## src/rtl/pcie_lane_scrambler.sv

```systemverilog
// PCIe Gen1/Gen2 lane scrambler/descrambler for a 2-symbol-per-clock 8b/10b datapath.
// K symbols and TS1/TS2 payloads pass unscrambled; COM reseeds the LFSR.
module pcie_lane_scrambler #(
  parameter logic [15:0] SEED   = 16'hFFFF,
  parameter int          TS_LEN = 16
) (
  input  logic        clk,
  input  logic        rst,
  input  logic        scramble_disable,
  input  logic [15:0] din,
  input  logic [1:0]  din_charisk,
  output logic [15:0] dout,
  output logic [1:0]  dout_charisk
);

  localparam int CW_RAW = $clog2(TS_LEN + 1);
  localparam int CW     = (CW_RAW < 4) ? 4 : CW_RAW;
  localparam logic [CW-1:0] TS_LAST = CW'(TS_LEN - 1);

  localparam logic [7:0] COM = 8'hBC;
  localparam logic [7:0] SKP = 8'h1C;
  localparam logic [7:0] PAD = 8'hF7;

  typedef enum logic [1:0] {
    IDLE      = 2'd0,
    AFTER_COM = 2'd1,
    SKP_OS    = 2'd2,
    TS        = 2'd3
  } os_state_t;

  typedef struct packed {
    logic [15:0]   lfsr;
    os_state_t     st;
    logic [CW-1:0] cnt;
    logic [7:0]    sym;
  } lane_t;

  // Eight Galois shifts; returns {scramble byte (first output bit in bit 0), new LFSR}.
  function automatic logic [23:0] advance(input logic [15:0] s_in);
    logic [15:0] s;
    logic [7:0]  b;
    s = s_in;
    b = 8'h00;
    for (int i = 0; i < 8; i++) begin
      b[i] = s[15];
      s    = {s[14:0], 1'b0} ^ (s[15] ? 16'h0039 : 16'h0000);
    end
    return {b, s};
  endfunction

  function automatic lane_t lane_step(input lane_t cur, input logic [7:0] sym,
                                      input logic is_k, input logic bypass);
    lane_t         nxt;
    logic [23:0]   adv;
    logic          is_com;
    logic          is_skp;
    logic          ts_sym;
    logic          normal;
    logic [CW-1:0] next_cnt;
    adv      = advance(cur.lfsr);
    is_com   = is_k && (sym == COM);
    is_skp   = is_k && (sym == SKP);
    ts_sym   = 1'b0;
    normal   = 1'b0;
    nxt      = cur;
    nxt.sym  = sym;
    case (cur.st)
      AFTER_COM: begin
        ts_sym = !is_k || (sym == PAD);
        normal = is_k && (sym != PAD) && !is_skp;
      end
      SKP_OS:  normal = !is_skp;
      TS:      ts_sym = !is_skp;
      default: normal = 1'b1;
    endcase
    next_cnt = ((cur.st == TS) ? cur.cnt : {CW{1'b0}}) + CW'(1);
    if (is_com) begin
      nxt.lfsr = SEED;
      nxt.st   = AFTER_COM;
      nxt.cnt  = {CW{1'b0}};
    end else if (ts_sym) begin
      nxt.lfsr = adv[15:0];
      nxt.st   = (next_cnt >= TS_LAST) ? IDLE : TS;
      nxt.cnt  = (next_cnt >= TS_LAST) ? {CW{1'b0}} : next_cnt;
    end else if (normal) begin
      nxt.st   = IDLE;
      nxt.lfsr = is_skp ? cur.lfsr : adv[15:0];
      nxt.sym  = (is_k || bypass) ? sym : (sym ^ adv[23:16]);
    end else begin
      // Only SKPs reach here: they hold the LFSR and open a SKP ordered set after COM.
      nxt.st = (cur.st == AFTER_COM) ? SKP_OS : cur.st;
    end
    return nxt;
  endfunction

  logic [15:0]   lfsr_r;
  os_state_t     state_r;
  logic [CW-1:0] cnt_r;
  lane_t         cur_s;
  lane_t         lane0_s;
  lane_t         lane1_s;

  // Lane 1 continues from the state lane 0 leaves behind.
  always_comb begin
    cur_s     = '{lfsr: lfsr_r, st: state_r, cnt: cnt_r, sym: 8'h00};
    lane0_s   = lane_step(cur_s, din[7:0], din_charisk[0], scramble_disable);
    lane1_s   = lane_step(lane0_s, din[15:8], din_charisk[1], scramble_disable);
  end

  // State and output registers.
  always_ff @(posedge clk or posedge rst) begin
    if (rst) begin
      lfsr_r       <= SEED;
      state_r      <= IDLE;
      cnt_r        <= {CW{1'b0}};
      dout         <= 16'h0000;
      dout_charisk <= 2'b00;
    end else begin
      lfsr_r       <= lane1_s.lfsr;
      state_r      <= lane1_s.st;
      cnt_r        <= lane1_s.cnt;
      dout         <= {lane1_s.sym, lane0_s.sym};
      dout_charisk <= din_charisk;
    end
  end

endmodule

```

## config.mk

```make
export PLATFORM = sky130hd
export DESIGN_NAME = pcie_lane_scrambler
export DESIGN_NICKNAME = d
export VERILOG_FILES = /design/src/rtl/pcie_lane_scrambler.sv
export SDC_FILE = /design/constraint.sdc
export NUM_CORES = 1
export LEC_CHECK = 0
export ABC_CLOCK_PERIOD_IN_PS = 7950
export CORE_MARGIN = 4
export CORE_UTILIZATION = 30
export CTS_CLUSTER_SIZE = 40
export DETAILED_ROUTE_END_ITERATION = 10
export PLACE_DENSITY = 0.47
export SYNTH_ARGS = -nofsm -noshare
export SYNTH_HDL_FRONTEND = slang
export SYNTH_SLANG_ARGS = --single-unit
```

## constraint.sdc

```tcl
create_clock -name clk -period 7.95 [get_ports clk]
set_clock_uncertainty 0.2 [all_clocks]
set_input_delay 1.9875 -clock clk [delete_from_list [all_inputs] [get_ports clk]]
set_output_delay 1.9875 -clock clk [all_outputs]
set_load 0.005 [all_outputs]
```

======== Word level (Yosys, flattened, before mapping) ========
Index checks and enable logic that the tools add are counted.
storage, ports and cells
  register bits ........................... 41
  bits in latches ......................... 0
  bits in writable memories ............... 0
  memory bits (read-only) ................. 0
  bits of input ports ..................... 21
  output and inout bits ................... 18
  memories kept ........................... 0
operators by class
  add/subtract/negate cells ............... 2
  multipliers ............................. 0
  divide/modulo/power cells ............... 0
  $lt $le $gt $ge ......................... 2
  eq/ne operators ......................... 14
  shifts and indexed selects .............. 0
  multiplexer cells ....................... 48
  bitwise logic cells ..................... 18
  reduce and logical (&&, ||, !) cells .... 16
operator list
  cell                   number
  $xor A16 B6 Y16        16
  $mux W6                16
  $mux W16               4
  $mux W8                8
  $mux W23               2
  $mux W18               2
  $eq A8 B8 Y1 const B   4
  $mux W5                6
  $eq A8 B5 Y1 const B   2
  $ne A8 B8 Y1 const B   2
  $xor A8 B8 Y8          2
  $mux W2                6
  $add A5 B1 Y5 const B  2
  $ge A5 B4 Y1 const B   2
  $eq A2 B2 Y1 const B   4
  $logic_and A1 B1 Y1    8
  $pmux W1 S3            2
  $eq A2 B1 Y1 const B   2
  $logic_not A1 Y1       4
  $logic_or A1 B1 Y1     4
  $pmux W1 S2            2

======== Longest topological paths before layout ========
Gate-level depths: netlist (run 1).
  word-level depth ........................ 40
  depth in mapped cells ................... 19
  mapped depth without buffers ............ 18

======== Worst setup path after synthesis (run 1) ========
OpenSTA, ideal clock, no wires.
  path type ............................... input to register
  start point ............................. in din[0]
  end point ............................... reg state_r[0]
  setup time .............................. 0.124 ns
  arrival ................................. 4.512 ns
  slack ................................... 3.114 ns
  cell stages on the path ................. 11
  path buffers ............................ 1
  path through ............................ and4bb_2 > and3_1 > buf_2 > o21ai_0 > a21oi_1 > nor2b_1 > ha_1 > o41ai_1 > a311o_1 > o211a_4 > o21bai_1
RTL lines
  item                  line  RTL
  from (decl)           10    input logic [15:0] din,
  to (signal assigned)  120   state_r <= lane1_s.st;
  to (decl)             97    os_state_t state_r;

==> results.py, run 1 <==
metrics = {
    "outcome": {
        "status": "completed",
    },
    "floorplanning": {
        "die_area_sq_um": 12200,
        "die_y_microns": 111,
        "io_pins": 39,
        "design.core.area_sq_um": 10300,
        "rows": 37,
        "start_util": 0.307,
        "dieWidth_microns": 111,
    },
    "pwr": {
        "leakage_uw": 0.00163,
        "ir_worst_vdd_mv": 0.431,
        "power.density_nw_per_um2": 453,
    },
    "timing": {
        "worst_slew_pin_slew_ns": 0.872,
        "finalCriticalPeriod_ns": 5.60,
        "fmax_ghz": 0.178,
        "setup_violations": 0,
        "setup_slack_ns": 2.35,
        "totalNegativeSetupSlack_ns": 0,
        "hold_viol": 0,
        "drv_slew": 0,
        "slew_headroom": 0.419,
        "rsz0062_at_grt": "false",
        "min_period_over_period": 0.705,
    },
    "min_path": {
        "min_path_type": "reg2reg",
    },
    "synthesis": {
        "syn_area_sq_um": 3150,
        "synth_fa_ha_area_frac": 0.0159,
        "synth-edff-count": 0,
        "yosys.area_share.simple": 0.232,
        "synth-compound-area-share": 0.145,
        "syn-num-nets": 379,
        "synth.distinct_cells": 69,
        "ys.flop_type": "dfrtp_1",
        "ys_seq_area_frac": 0.332,
        "synth_xor_area_frac": 0.168,
        "async_reset_ff_frac": 1.00,
        "yosys_warnings": 0,
        "synth-seq-cells": 41,
        "syn_inst": 354,
        "avgSynthCellArea_sq_um": 8.90,
        "synthMuxAreaShare": 0.0687,
        "synth_top_family_by_area": "simple AND/OR/NAND/NOR gates",
    },
    "global_route": {
        "antenna_found_initial": 0,
        "gr-usage-all-layers": 0.134,
        "first_global_vias": 2622,
        "grt_max_degree": 42,
        "gr-total-overflow": 0,
        "grt_pass1_wl_microns": 13500,
    },
    "clock_tree": {
        "clock_sinks": 41,
        "cts_tree": "done",
        "post-cts-setup-buffers": 0,
        "clk_path_buf_depth": 2,
        "cts_hold_buf": 0,
        "clk_pin_slew_ns": 0.08,
        "cts_buffers": 5,
        "clkLatencyLatePin_ns": 0.29,
        "cts_resized": 0,
        "cts.htree.levels": 2,
        "clock-root-buffer": "clkbuf_8",
    },
    "place": {
        "place_ws_ns": 2.11,
        "dp_hpwl_microns": 6070,
        "portBuffers": 38,
        "place.gp.congestion": 0.808,
    },
    "critical_path": {
        "crit_path_max_fanout": 13,
        "critPathBufInv": 1,
        "start_kind": "input pin",
        "slowest_delay_ns": 0.62,
        "arrival_ns": 5.57,
        "criticalPathCategory": "in2reg",
        "crit_family": "compound AO/OA/AOI/OAI gates",
        "slowest_stage": "clkdlybuf4s50_1",
        "cp.required_ns": 7.92,
        "cp-end-kind": "flip-flop",
        "crit_path_cell_trace": "clkdlybuf4s50_1 -> and3b_1 -> and3_1 -> o21ai_0 -> a21oi_1 -> nor2b_1 -> ha_1 -> o41ai_1 -> a311o_1 -> o211a_4 -> o21bai_1",
    },
    "final_layout": {
        "post-route-util": 0.361,
        "nets": 404,
        "layout_commonest_cell": "nand2_1",
        "final_cell_mix": "66 x nand2_1, 46 x xnor2_1, 38 x clkdlybuf4s50_1, 25 x dfrtp_1",
        "antenna_cells": 0,
        "area_growth_pct": 17.8,
        "drive_gt1_frac": 0.116,
    },
    "routing": {
        "via_per_inst": 5.01,
        "drc": 0,
        "dr.pass1.iters": 4,
        "detail-route-antenna-nets": 0,
        "wl_per_cell_microns": 15.9,
        "first_iter_violations": 65,
        "vias": 2582,
        "wirelength_microns": 8190,
    },
    "job": {
        "cap_violations": 0,
    },
}
cell type report:
cell class / count / area [sq um]
flip-flops and latches: 41 / 1050
clock buffers: 5 / 68.8
well taps: 136 / 170
repair buffers: 39 / 388
inverters: 6 / 22.5
fillers: 1072 / 6570
clock inverters: 2 / 35.0
multi-input cells: 286 / 1980
worst paths after layout:
check | cells past startpoint | endpoint | slack, ns | from
worst max-delay path | 11 | state_r[0] | 2.35 | din_charisk[0]
worst min register to register | 2 | dout[5] | 0.39 | lfsr_r[10]
worst max register to register | 14 | state_r[0] | 3.29 | state_r[0]
worst min-delay path | 2 | dout[5] | 0.39 | lfsr_r[10]
max in group asynchronous | 3 | lfsr_r[9] | 5.24 | rst
min in group asynchronous | 3 | dout[8] | 1.91 | rst
metrics by stage:
step	instance area (sq um)	hold WS (ns)	total power (uW)	cells
finish	3710	0.388	1680	515
CTS	3710	0.396	1700	515
floorplan	3150	0.335	1280	354
global placement	3610	0.391	1520	508
detailed placement	3610	0.381	1520	508
global route	3710	0.418	1850	515
logic make-up after synthesis:
group | Yosys count
xor gates and xnor gates | 58
adders and majority gates | 4
DFF | 41
AOI/OAI and AO/OA | 60
muxes | 21
buffers and inverters | 27
and+or+nand+nor | 143
worst reg2reg max path, cell delays in order (launching register included):
cell      delay (ns)
dfrtp_1         0.66
and2_1          0.40
nand2_1         0.12
ha_1            0.34
o21bai_1        0.10
and3_1          0.22
a21oi_1         0.28
o21ai_0         0.17
a21oi_1         0.47
nor2b_1         0.25
ha_1            0.27
o41ai_1         0.51
a311o_1         0.26
o211a_4         0.21
o21bai_1        0.08
state kept, by name (all words and copies together), names as in the netlist:
name	flops
cnt_r	5
dout	16
dout_charisk	2
lfsr_r	16
state_r	2
per-layer routing:
layer	global-route usage	vias up	routed length (microns)
met5	0	-	0
met2	0.219	40	3930
met4	0.0386	0	112
met1	0.181	1257	3920
li1	-	1274	-
met3	0.0214	11	230
where the power goes:
part / switching, uW / internal (uW) / total [uW] / leakage [uW]
Combinational: 552 / 554 / 1110 / 0.00110
Clock: 73.2 / 91.4 / 165 / 0.0000540
Sequential: 71.0 / 339 / 410 / 0.000471
Total: 696 / 984 / 1680 / 0.00163
Yosys cell counts (all sizes together), types with 2 or more instances:
master   n  share of area
nand2   66          0.079
xnor2   47           0.13
dfrtp   25           0.20
mux2i   19          0.062
o21ai   19          0.034
nand3   18          0.034
nor2    18          0.021
dfstp   16           0.13
buf     11          0.020
clkbuf  10          0.012
xor2    10          0.028
a21oi    9          0.014
a211oi   6          0.016
inv      6         0.0071
nor3     6         0.0095
and3     5          0.011
ha       4          0.016
nand2b   4         0.0079
or3      4         0.0079
a22oi    3          0.012
nor4     3          0.011
o211a    3          0.012
a21o     2         0.0052
a221oi   2         0.0056
a311o    2         0.0064
a31oi    2         0.0040
and3b    2         0.0056
mux2     2         0.0071
nand3b   2         0.0048
nand4    2         0.0060
nand4b   2         0.0056
nor2b    2         0.0040
o211ai   2         0.0048
o21bai   2         0.0048
o31ai    2         0.0064
Power figures use the tool's default switching activity.
==> inputs of run 2 (changes only) <==
ABC_CLOCK_PERIOD_IN_PS = 5500   (was 7950)
clock period = 5.5 ns   (was 7.95 ns; I/O delays follow)
==> run 2 against run 1 <==
Effect of this change: clock power increased by 45%; highest routed layer unchanged; core utilization increased by 0.22 points; design area increased by 0.61%.
==> results.py, run 2 (synthesized netlist as in run 1, its figures left out) <==
metrics = {
    "clock_tree": {
        "clk_path_buf_depth": 2,
        "cts_hold_buf": 0,
        "clock_sinks": 41,
        "post-cts-setup-buffers": 0,
        "cts.htree.levels": 2,
        "clock-root-buffer": "clkbuf_8",
        "cts_resized": 0,
        "cts_buffers": 5,
        "clk_pin_slew_ns": 0.08,
        "clkLatencyLatePin_ns": 0.29,
        "cts_tree": "done",
    },
    "job": {
        "cap_violations": 0,
    },
    "routing": {
        "drc": 0,
        "dr.pass1.iters": 4,
        "via_per_inst": 5.04,
        "detail-route-antenna-nets": 0,
        "first_iter_violations": 154,
        "vias": 2612,
        "wirelength_microns": 8370,
        "wl_per_cell_microns": 16.1,
    },
    "timing": {
        "slew_headroom": 0.465,
        "hold_viol": 0,
        "finalCriticalPeriod_ns": 4.77,
        "drv_slew": 0,
        "worst_slew_pin_slew_ns": 0.800,
        "setup_slack_ns": 0.729,
        "rsz0062_at_grt": "false",
        "fmax_ghz": 0.210,
        "setup_violations": 0,
        "totalNegativeSetupSlack_ns": 0,
        "min_period_over_period": 0.868,
    },
    "final_layout": {
        "area_growth_pct": 18.5,
        "final_cell_mix": "66 x nand2_1, 46 x xnor2_1, 38 x clkdlybuf4s50_1, 25 x dfrtp_1",
        "layout_commonest_cell": "nand2_1",
        "top_regs": "dout (16), lfsr_r (16), cnt_r (5)",
        "nets": 407,
        "drive_gt1_frac": 0.123,
        "antenna_cells": 0,
    },
    "place": {
        "portBuffers": 38,
        "place_ws_ns": 0.478,
        "place.gp.congestion": 0.838,
        "dp_hpwl_microns": 6220,
    },
    "global_route": {
        "grt_pass1_wl_microns": 13900,
        "first_global_vias": 2634,
        "grt_max_degree": 42,
        "antenna_found_initial": 0,
        "gr-total-overflow": 0,
        "gr-usage-all-layers": 0.137,
    },
    "pwr": {
        "ir_worst_vdd_mv": 0.499,
        "power.density_nw_per_um2": 650,
        "leakage_uw": 0.00164,
    },
    "floorplanning": {
        "die_area_sq_um": 12200,
        "dieWidth_microns": 111,
        "die_y_microns": 111,
        "rows": 37,
        "design.core.area_sq_um": 10300,
        "start_util": 0.307,
        "io_pins": 39,
    },
    "critical_path": {
        "crit_path_cell_trace": "clkdlybuf4s50_1 -> and3b_1 -> and3_1 -> o21ai_0 -> a21oi_1 -> nor2b_1 -> ha_1 -> o41ai_1 -> a311o_1 -> o211a_4 -> o21bai_1",
        "slowest_delay_ns": 0.63,
        "criticalPathCategory": "in2reg",
        "cp-end-kind": "flip-flop",
        "crit_path_max_fanout": 13,
        "cp.required_ns": 5.47,
        "slowest_stage": "clkdlybuf4s50_1",
        "start_kind": "input pin",
        "arrival_ns": 4.75,
    },
    "outcome": {
        "status": "completed",
    },
    "min_path": {
        "min_path_type": "reg2reg",
    },
}
==> run 2: cell count changes in the layout (fill, tap and decap cells not counted), sizes merged <==
| cell | previous run | this run |
|---|---|---|
| buf | 1 | 4 |
==> run 2: layout make-up <==
class | instances | area, sq um
flip-flops and latches | 41 | 1050
fillers | 1117 | 6540
multi-input cells | 286 | 1980
clock inverters | 2 | 35.0
well taps | 136 | 170
inverters | 6 | 22.5
repair buffers | 42 | 410
clock buffers | 5 | 68.8
==> run 2: metal layers <==
layer / up-vias / routed length [microns] / track usage / share of wire
met5: - / 0 / 0 / 0
met4: 0 / 113 / 0.0411 / 0.014
met3: 6 / 379 / 0.0225 / 0.045
met2: 52 / 3990 / 0.225 / 0.48
met1: 1277 / 3880 / 0.186 / 0.46
li1: 1277 / - / - / -
==> run 2: critical path, delay by kind of cell <==
family / cells / cell delay [ns]
buffers and inverters: 1 / 0.63
AO/OA/AOI/OAI: 6 / 1.52
adder cells (fa/ha/maj): 1 / 0.26
AND/OR/NAND/NOR: 3 / 0.96
==> run 2: metrics by stage <==
| stage | hold slack (ns) | power [uW] | cells | utilization | cell area (sq um) |
|---|---|---|---|---|---|
| after global placement | 0.390 | 2210 | 511 | 0.353 | 3630 |
| after CTS | 0.397 | 2460 | 518 | 0.363 | 3730 |
| final | 0.391 | 2430 | 518 | 0.363 | 3730 |
| after global routing | 0.424 | 2680 | 518 | 0.363 | 3730 |
| after floorplan | 0.335 | 1860 | 354 | - | 3150 |
| after detailed placement | 0.381 | 2200 | 511 | 0.353 | 3630 |
==> run 2: final timing paths <==
kind | start | end | slack [ns] | cells past startpoint
min reg2reg | lfsr_r[11] | dout[4] | 0.39 | 2
min | lfsr_r[11] | dout[4] | 0.39 | 2
min in group asynchronous | rst | dout[8] | 1.31 | 3
max in group asynchronous | rst | lfsr_r[4] | 3.40 | 3
max reg2reg | state_r[0] | state_r[0] | 0.97 | 14
max | din_charisk[0] | state_r[0] | 0.73 | 11
==> run 2: where the power goes <==
group / switching, uW / internal, uW / total [uW]
combinational: 795 / 802 / 1600
sequential: 103 / 490 / 593
clock: 107 / 132 / 239
total: 1010 / 1420 / 2430
